### src/rtl/ps2_host_tx.sv
`timescale 1ns/1ps
// Host-to-device PS/2 transmitter: inhibit, request-to-send, 11-bit frame shift
// on device clock falling edges, ACK check and bus-idle wait, with timeouts.
module ps2_host_tx #(
  parameter int INHIBIT_CYCLES = 5000,
  parameter int FILTER_LEN     = 8,
  parameter int TIMEOUT_CYCLES = 750000
) (
  input  logic       clk,
  input  logic       reset,
  input  logic [7:0] tx_data,
  input  logic       tx_valid,
  output logic       tx_ready,
  output logic       tx_done,
  output logic       tx_error,
  output logic       tx_busy,
  input  logic       ps2_clk_in,
  input  logic       ps2_dat_in,
  output logic       ps2_clk_oe,
  output logic       ps2_dat_oe
);

  localparam int INH_W = $clog2(INHIBIT_CYCLES + 1);
  localparam int FLT_W = $clog2(FILTER_LEN + 1);
  localparam int TO_W  = $clog2(TIMEOUT_CYCLES + 1);

  typedef enum logic [2:0] {
    IDLE, INHIBIT, RTS, SEND, ACK, WAIT_IDLE
  } state_t;

  state_t           r_state;
  logic [1:0]       r_clkSync;
  logic [1:0]       r_datSync;
  logic             r_clkFilt;
  logic             r_clkFiltD;
  logic [FLT_W-1:0] r_fltCnt;
  logic [9:0]       r_frame;
  logic [3:0]       r_bitCnt;
  logic [INH_W-1:0] r_inhCnt;
  logic [TO_W-1:0]  r_toCnt;
  logic             r_clkOe;
  logic             r_datOe;
  logic             r_done;
  logic             r_error;
  logic             r_ready;
  logic             r_busy;

  logic w_fall;
  logic w_timeout;

  assign w_fall    = r_clkFiltD & ~r_clkFilt;
  assign w_timeout = (r_toCnt == TO_W'(TIMEOUT_CYCLES - 1));

  // The filtered clock only follows the line after FILTER_LEN consecutive disagreeing samples.
  always_ff @(posedge clk or posedge reset) begin
    if (reset) begin
      r_clkSync  <= 2'b11;
      r_datSync  <= 2'b11;
      r_clkFilt  <= 1'b1;
      r_clkFiltD <= 1'b1;
      r_fltCnt   <= '0;
    end else begin
      r_clkSync  <= {r_clkSync[0], ps2_clk_in};
      r_datSync  <= {r_datSync[0], ps2_dat_in};
      r_clkFiltD <= r_clkFilt;
      if (r_clkSync[1] == r_clkFilt) begin
        r_fltCnt <= '0;
      end else if (r_fltCnt == FLT_W'(FILTER_LEN - 1)) begin
        r_clkFilt <= r_clkSync[1];
        r_fltCnt  <= '0;
      end else begin
        r_fltCnt <= r_fltCnt + 1'b1;
      end
    end
  end

  // Ready/busy lag the return to IDLE by one cycle so a done/error pulse never overlaps ready.
  always_ff @(posedge clk or posedge reset) begin
    if (reset) begin
      r_state  <= IDLE;
      r_frame  <= '0;
      r_bitCnt <= '0;
      r_inhCnt <= '0;
      r_toCnt  <= '0;
      r_clkOe  <= 1'b0;
      r_datOe  <= 1'b0;
      r_done   <= 1'b0;
      r_error  <= 1'b0;
      r_ready  <= 1'b1;
      r_busy   <= 1'b0;
    end else begin
      r_done  <= 1'b0;
      r_error <= 1'b0;
      case (r_state)
        IDLE: begin
          r_ready <= 1'b1;
          r_busy  <= 1'b0;
          r_clkOe <= 1'b0;
          r_datOe <= 1'b0;
          if (tx_valid && r_ready) begin
            r_frame  <= {1'b1, ~^tx_data, tx_data};
            r_inhCnt <= '0;
            r_clkOe  <= 1'b1;
            r_ready  <= 1'b0;
            r_busy   <= 1'b1;
            r_state  <= INHIBIT;
          end
        end
        INHIBIT: begin
          if (r_inhCnt == INH_W'(INHIBIT_CYCLES - 1)) begin
            r_datOe <= 1'b1;
            r_state <= RTS;
          end else begin
            r_inhCnt <= r_inhCnt + 1'b1;
          end
        end
        RTS: begin
          r_clkOe  <= 1'b0;
          r_bitCnt <= '0;
          r_toCnt  <= '0;
          r_state  <= SEND;
        end
        SEND: begin
          if (w_timeout) begin
            r_clkOe <= 1'b0;
            r_datOe <= 1'b0;
            r_error <= 1'b1;
            r_state <= IDLE;
          end else if (w_fall) begin
            r_datOe  <= ~r_frame[r_bitCnt];
            r_bitCnt <= r_bitCnt + 1'b1;
            r_toCnt  <= '0;
            if (r_bitCnt == 4'd9)
              r_state <= ACK;
          end else begin
            r_toCnt <= r_toCnt + 1'b1;
          end
        end
        ACK: begin
          if (w_timeout) begin
            r_clkOe <= 1'b0;
            r_datOe <= 1'b0;
            r_error <= 1'b1;
            r_state <= IDLE;
          end else if (w_fall) begin
            r_toCnt <= '0;
            if (r_datSync[1]) begin
              r_error <= 1'b1;
              r_state <= IDLE;
            end else begin
              r_state <= WAIT_IDLE;
            end
          end else begin
            r_toCnt <= r_toCnt + 1'b1;
          end
        end
        WAIT_IDLE: begin
          if (w_timeout) begin
            r_clkOe <= 1'b0;
            r_datOe <= 1'b0;
            r_error <= 1'b1;
            r_state <= IDLE;
          end else if (r_clkFilt && r_datSync[1]) begin
            r_done  <= 1'b1;
            r_state <= IDLE;
          end else if (w_fall) begin
            r_toCnt <= '0;
          end else begin
            r_toCnt <= r_toCnt + 1'b1;
          end
        end
        default: r_state <= IDLE;
      endcase
    end
  end

  assign tx_ready   = r_ready;
  assign tx_busy    = r_busy;
  assign tx_done    = r_done;
  assign tx_error   = r_error;
  assign ps2_clk_oe = r_clkOe;
  assign ps2_dat_oe = r_datOe;

endmodule
### config.mk
export PLATFORM = sky130hd
export DESIGN_NAME = ps2_host_tx
export DESIGN_NICKNAME = d
export VERILOG_FILES = /design/src/rtl/ps2_host_tx.sv
export SDC_FILE = /design/constraint.sdc
export NUM_CORES = 1
export LEC_CHECK = 0
export ABC_AREA = 1
export CAP_MARGIN = 10
export CORE_ASPECT_RATIO = 1.2
export CORE_MARGIN = 2
export CORE_UTILIZATION = 40
export CTS_CLUSTER_SIZE = 10
export DETAILED_ROUTE_END_ITERATION = 12
export PLACE_DENSITY = 0.62
export SETUP_SLACK_MARGIN = 0.15
export SYNTH_ARGS = -nofsm -noshare
export SYNTH_HDL_FRONTEND = slang
export SYNTH_SLANG_ARGS = --single-unit
### constraint.sdc
create_clock -name clk -period 2 [get_ports clk]
set_clock_uncertainty 0.05 [all_clocks]
set_input_delay 0.2 -clock clk [delete_from_list [all_inputs] [get_ports clk]]
set_output_delay 0.2 -clock clk [all_outputs]
set_load 0.03 [all_outputs]
Word-level counts from Yosys, hierarchy flattened

Index checks and enable logic that the tools add are counted.

Equality and inequality tests: 24
Reductions and logical operators: 21
Add/subtract/negate cells: 4
Muxes and demuxes: 42
Bitwise gates (word level): 4
Order comparisons: 1

Operator list:

| operator                                                        | number |
|---|---|
| 20-bit 2-to-1 mux                                               | 4 |
| 20-bit case mux with 3 select lines                             | 1 |
| 3-bit 2-to-1 mux                                                | 10 |
| 13-bit 2-to-1 mux                                               | 2 |
| 13-bit case mux with 2 select lines                             | 1 |
| 20-bit by 1-bit adder with 20-bit output, second input constant | 1 |
| 20-bit == test, second input constant                           | 1 |
| 3-bit case mux with 6 select lines                              | 1 |
| 4-bit 2-to-1 mux                                                | 4 |
| 2-bit != test, second input constant                            | 8 |
| 1-bit 2-to-1 mux                                                | 14 |
| 13-bit by 1-bit adder with 13-bit output, second input constant | 1 |
| 13-bit == test, second input constant                           | 1 |
| 3-bit != test, second input constant                            | 4 |
| 4-bit by 1-bit adder with 4-bit output, second input constant   | 2 |
| 4-bit case mux with 2 select lines                              | 1 |
| 4-bit AND reduction                                             | 2 |
| 8-bit XNOR reduction                                            | 1 |
| 3-bit by 2-bit == test with 1-bit output, second input constant | 2 |
| 3-bit == test, second input constant                            | 2 |
| 2-bit AND reduction                                             | 3 |
| 3-bit AND reduction                                             | 2 |
| 6-bit AND reduction                                             | 1 |
| 3-bit nonzero test                                              | 2 |
| 18 further kinds                                                | 25 |

Flip-flop bits (word level): 66
Word-level logic and storage cells: 112
Input bits: 13

Logic depth before layout (Yosys ltp)

Gate-level depths: netlist of run 1.

Depth after elaboration: 6
Gate-level depth with buffers: 12
Gate-level depth less buffers: 11

Worst setup path before layout of run 1

Ideal clock, no wire load.

Kind: register to register
Start point: register r_toCnt[0]
End point: register r_bitCnt[0]
Arrival: 1.553 ns
Cell stages (with the launch flop): 10
Setup slack: 0.279 ns
Library setup time: 0.118 ns
Buffers on the path: 0
Required time: 1.832 ns
Period minus slack after synthesis: 1.721 ns
Cells stage by stage: dfrtp_1 ha_1 nand3_1 nor2_1 nand3_1 nand2_1 a21oi_1 inv_1 nand2_1 nand2_1

Cells in the longest elaborated chain, start to end: 3

RTL lines:

| what                                 | RTL line | source |
|---|---|---|
| from (decl)                          | 40       | `logic [TO_W-1:0] r_toCnt;` |
| from (signal assigned)               | 136      | `r_toCnt <= r_toCnt + 1'b1;` |
| from (signal assigned)               | 154      | `r_toCnt <= r_toCnt + 1'b1;` |
| from (signal assigned)               | 169      | `r_toCnt <= r_toCnt + 1'b1;` |
| 20-bit == test                       | 52       | `assign w_timeout = (r_toCnt == TO_W'(TIMEOUT_CYCLES - 1));` |
| 2-bit != test (no source line)       | n/a      |  |
| 3-bit AND reduction (no source line) | n/a      |  |
| to (signal assigned)                 | 131      | `r_bitCnt <= r_bitCnt + 1'b1;` |
| to (decl)                            | 38       | `logic [3:0] r_bitCnt;` |

No other way between the ends.
A chain may end at the register's enable or synchronous reset.

Worst setup path in the final report of run 1

Start point: register r_ready (netlist: tx_ready)
End point: output port tx_ready

RTL lines:

| what                   | RTL line | source |
|---|---|---|
| from (decl)            | 45       | `logic r_ready;` |
| from (signal assigned) | 89       | `r_ready <= 1'b1;` |
| from (signal assigned) | 96       | `r_ready <= 1'b1;` |
| from (signal assigned) | 104      | `r_ready <= 1'b0;` |
| to (decl)              | 13       | `output logic tx_ready,` |

No word-level cell between the ends.

==> metrics.txt, run 1 <==
# TYPE chip_impl_metric gauge
chip_impl_metric{name="fillerInstances",unit=""} 891
chip_impl_metric{name="timing.setup.tns",unit="ns"} 0
chip_impl_metric{name="route.antenna.remaining_nets",unit=""} 0
chip_impl_metric{name="maxClockFrequency",unit="MHz"} 561
chip_impl_metric{name="globalRoute.totalOverflow",unit=""} 0
chip_impl_metric{name="first_pass_iters",unit=""} 5
chip_impl_metric{name="power_density",unit="nW/um^2"} 1240
chip_impl_metric{name="synth.lib_cells_used.distinct",unit=""} 34
chip_impl_metric{name="final_util",unit="%"} 51.5
chip_impl_metric{name="yosys_warnings",unit=""} 0
chip_impl_metric{name="numPlacedInstances",unit=""} 675
chip_impl_info{name="grt_setup_unrepaired",value="no"} 1
chip_impl_metric{name="finish.net_count",unit=""} 600
chip_impl_info{name="launch_point_of_the_worst_hold_path",value="ps2_dat_in"} 1
chip_impl_metric{name="route.detailed.wl_per_inst",unit="um"} 13.5
chip_impl_metric{name="placedInstanceArea",unit="sq um"} 4280
chip_impl_metric{name="cts.sink_count",unit=""} 66
chip_impl_metric{name="detail_route.wirelength",unit="um"} 9570
chip_impl_info{name="cp_slowest_cell",value="clkdlybuf4s50_1"} 1
chip_impl_metric{name="top_level_ports",unit=""} 19
chip_impl_metric{name="core_region_area",unit="sq um"} 9420
chip_impl_metric{name="worst_slew_margin_rel",unit="%"} 59.9
chip_impl_metric{name="die-area",unit="sq um"} 10400
chip_impl_metric{name="synth_fp_nets",unit=""} 540
chip_impl_info{name="cts_tree",value="yes"} 1
chip_impl_metric{name="grt_pass1_wl",unit="um"} 15700
chip_impl_metric{name="post-route-drc-count",unit=""} 0
chip_impl_metric{name="power_leakage",unit="nW"} 2.18
chip_impl_metric{name="insertedDiodeCount",unit=""} 0
chip_impl_info{name="setup.worst_path.end_class",value="output pin"} 1
chip_impl_metric{name="timing_max_transition_violations_final",unit=""} 0
chip_impl_metric{name="path_clk_slew",unit="ns"} 0.06
chip_impl_metric{name="hpwlAfterDp",unit="um"} 6350
chip_impl_metric{name="starting_density_of_the_core",unit="%"} 40.7
chip_impl_metric{name="antenna_found_initial",unit=""} 0
chip_impl_metric{name="grt_max_degree",unit=""} 41
chip_impl_info{name="critPathLaunchType",value="register"} 1
chip_impl_metric{name="post_route_cells_drive_above_1_share",unit="%"} 16.4
chip_impl_metric{name="detailedRoute.firstIterationViolations",unit=""} 140
chip_impl_metric{name="synthCells",unit=""} 522
chip_impl_info{name="clock_tree.root_cell",value="clkbuf_16"} 1
chip_impl_metric{name="routed_via_density",unit=""} 5.11
chip_impl_metric{name="timing.critical_path.fanout_max",unit=""} 3
chip_impl_metric{name="grt_pass1_vias",unit=""} 3530
chip_impl_info{name="outcome",value="finished, final reports clean"} 1
chip_impl_metric{name="num_rows",unit=""} 39
chip_impl_metric{name="h_tree_depth_reported_by_cts",unit=""} 3
chip_impl_metric{name="synth.avg_cell_area",unit="sq um"} 7.35
chip_impl_metric{name="ys_ff_latch",unit=""} 66
chip_impl_metric{name="timing.max_cap.violations",unit=""} 0
chip_impl_metric{name="timing_worst_slew_pin_value",unit="ns"} 0.601
chip_impl_metric{name="clk_latency",unit="ns"} 0.33
chip_impl_metric{name="design_area",unit="sq um"} 4850
chip_impl_metric{name="final_cells",unit=""} 710
chip_impl_info{name="timing.hold.worst.class",value="primary input to register"} 1
chip_impl_metric{name="hold_buffers",unit=""} 0
chip_impl_metric{name="syn_to_final_growth",unit="%"} 26.3
chip_impl_metric{name="worst-endpoint-required",unit="ns"} 1.75
chip_impl_metric{name="vias",unit=""} 3631
chip_impl_metric{name="timing.final.crit_share",unit="%"} 89.1
chip_impl_metric{name="worst-r2r-cell-count",unit=""} 9
chip_impl_info{name="holdPathEnd",value="r_datSync[0]$_DFF_PP1_"} 1
chip_impl_metric{name="synth-seq-area-share",unit="%"} 43.3
chip_impl_metric{name="track_usage",unit="%"} 18.7
chip_impl_info{name="critical_path.reg2reg.endpoint",value="r_toCnt[10]$_DFFE_PP0P_"} 1
chip_impl_metric{name="place.gp.congestion",unit=""} 0.905
chip_impl_info{name="critical_path.cell_chain",value="clkdlybuf4s50_1"} 1
chip_impl_metric{name="timing.critical_path.buf_inv",unit=""} 1
chip_impl_metric{name="numPortBuffers",unit=""} 18
chip_impl_metric{name="chipWidth",unit="um"} 93.4
chip_impl_info{name="critical-path-top-delay-family",value="buffers and inverters"} 1
chip_impl_metric{name="rrSetupSlack",unit="ns"} 0.26
chip_impl_metric{name="floorplan.die.height",unit="um"} 111
chip_impl_metric{name="clk_path_buf_depth",unit=""} 2
chip_impl_metric{name="min_cycle_time_layout",unit="ns"} 1.78
chip_impl_metric{name="worst_ep_arrival_time",unit="ns"} 1.53
chip_impl_metric{name="timing.final.setup_violations",unit=""} 0
chip_impl_metric{name="critPathMaxStageDelay",unit="ns"} 0.67
chip_impl_metric{name="cts_buffers",unit=""} 9
chip_impl_metric{name="worst_ir_drop_vdd",unit="mV"} 0.750
chip_impl_metric{name="hold_violations",unit=""} 0
chip_impl_info{name="worstSetupPathType",value="register to output pin"} 1
chip_impl_metric{name="syn_area",unit="sq um"} 3840
chip_impl_metric{name="holdPathStages",unit=""} 1
chip_impl_info{name="r2r-start",value="r_toCnt[0]$_DFFE_PP0P_"} 1
## flip-flops by register name, indices dropped and copies added, names as in the netlist
name	count
r_fltCnt	4
r_datSync	2
tx_done	1
r_state	3
r_clkFiltD	1
r_clkSync	2
r_clkFilt	1
tx_busy	1
r_toCnt	20
r_bitCnt	4
r_inhCnt	13
ps2_dat_oe	1
r_frame	10
tx_ready	1
tx_error	1
ps2_clk_oe	1
## logic make-up after synthesis
family	Yosys count	synth area share, %
adders and majority gates	5	1.63
muxes	1	0.294
buffers and inverters	67	7.79
AOI/OAI and AO/OA	64	9.33
and+or+nand+nor	300	33.3
DFF	66	43.3
xor gates and xnor gates	19	4.34
## per-layer routing
metal / track usage (%) / wire length (um)
met2: 31.1 / 4710
met5: 0 / 0
met3: 3.26 / 445
met4: 8.14 / 266
met1: 23.4 / 4140
## stage by stage
step | hold WS, ns | total power, mW | setup slack, ns
2_1_floorplan | 0.154 | 3.31 | 0.279
3_3_place_gp | 0.296 | 3.77 | 0.147
3_5_place_dp | 0.298 | 3.80 | 0.0797
4_1_cts | 0.222 | 5.58 | 0.201
5_1_grt | 0.219 | 6.43 | 0.144
6_report | 0.230 | 6.03 | 0.219
## power by group
group	leakage, nW	switching (mW)	total, mW	internal (mW)
registers	0.863	0.238	1.87	1.63
logic	1.16	1.45	2.42	0.963
clock network	0.157	0.607	1.74	1.13
## Yosys cell counts
cell type / n / area share [%]
nor2_1: 66 / 6.5
nor3b_1: 1 / 0.20
inv_1: 52 / 5.1
ha_1: 5 / 1.6
o21ai_0: 17 / 2.2
xnor2_1: 7 / 1.6
nand3_1: 31 / 4.0
a31oi_1: 1 / 0.16
nand4_1: 19 / 3.1
nand2_1: 158 / 15
nand2_2: 3 / 0.49
o21bai_1: 4 / 0.78
a21oi_1: 7 / 0.91
o2111ai_1: 2 / 0.46
o211ai_1: 3 / 0.59
buf_2: 2 / 0.26
xor2_1: 12 / 2.7
nand2_4: 1 / 0.29
mux2_2: 1 / 0.29
dfstp_2: 7 / 4.8
inv_2: 4 / 0.39
clkbuf_1: 2 / 0.20
o31ai_1: 1 / 0.20
nor2_2: 4 / 0.65
nor3_1: 7 / 0.91
and2_1: 3 / 0.49
buf_4: 2 / 0.39
or2_2: 4 / 0.65
o22ai_1: 5 / 0.82
a211oi_1: 1 / 0.20
dfrtp_1: 59 / 38
o21ai_1: 23 / 3.0
buf_6: 5 / 1.5
nand3b_1: 3 / 0.59
## layout by cell type, fill, tap and decap left out, types with 2 or more instances in the layout
cell type / netlist / routed
a21oi_1: 7 / 6
and2_1: 3 / 3
buf_12: 0 / 2
buf_4: 2 / 37
bufinv_16: 0 / 2
clkbuf_16: 0 / 11
clkdlybuf4s50_1: 0 / 18
clkinvlp_4: 0 / 2
dfrtp_1: 59 / 57
dfrtp_2: 0 / 2
dfstp_2: 7 / 7
ha_1: 5 / 4
inv_1: 52 / 51
inv_2: 4 / 3
inv_6: 0 / 2
nand2_1: 158 / 155
nand2_2: 3 / 5
nand2_4: 1 / 2
nand3_1: 31 / 30
nand3b_1: 3 / 3
nand4_1: 19 / 19
nor2_1: 66 / 61
nor2_2: 4 / 9
nor3_1: 7 / 6
o2111ai_1: 2 / 2
o211ai_1: 3 / 3
o21ai_0: 17 / 14
o21ai_1: 23 / 26
o21bai_1: 4 / 4
o22ai_1: 5 / 5
or2_2: 4 / 4
xnor2_1: 7 / 7
xor2_1: 12 / 12
## worst max path at each step
stage / start / end / slack (ns) / cells after the start
floorplan: r_toCnt[0]$_DFFE_PP0P_ / r_bitCnt[0]$_DFFE_PP0P_ / 0.28 / 9
global placement: r_toCnt[0]$_DFFE_PP0P_ / r_bitCnt[0]$_DFFE_PP0P_ / 0.15 / 9
detailed placement: r_toCnt[0]$_DFFE_PP0P_ / r_bitCnt[0]$_DFFE_PP0P_ / 0.08 / 9
CTS: r_toCnt[14]$_DFFE_PP0P_ / r_state[2]$_DFFE_PP0P_ / 0.20 / 10
global route: r_toCnt[16]$_DFFE_PP0P_ / r_state[2]$_DFFE_PP0P_ / 0.14 / 11
finish: tx_ready$_DFFE_PP1P_ / tx_ready / 0.22 / 1
## area by class of cell
type	count	area [sq um]	share of cell area (%)
timing repair buffer	60	559	11.5
inverter	56	216	4.47
sequential	66	1660	34.3
tap	123	154	3.18
multi-input combinational	389	1930	39.7
clock buffer	11	243	5.01
clock inverter	5	85.1	1.76
## what timing repair did
action | in CTS | in global routing
pin swaps | 0 | 7
endpoints found under the hold margin | 0 | 0
endpoints found under the setup margin | 7 | 32
resized for setup | 2 | 18
gates cloned | 0 | 3
setup buffers | 0 | 16
(Power assumes the default switching activity.)
==> run 2: changes to the inputs <==
- SLEW_MARGIN: not set -> 20
==> results of run 2 <==
No change in the layout: final DEF, timing and power equal those of run 1.
==> run 3: changes to the inputs <==
- SLEW_MARGIN: 20 -> 30
==> results of run 3 <==
No change in the layout: final DEF, timing and power equal those of run 1.
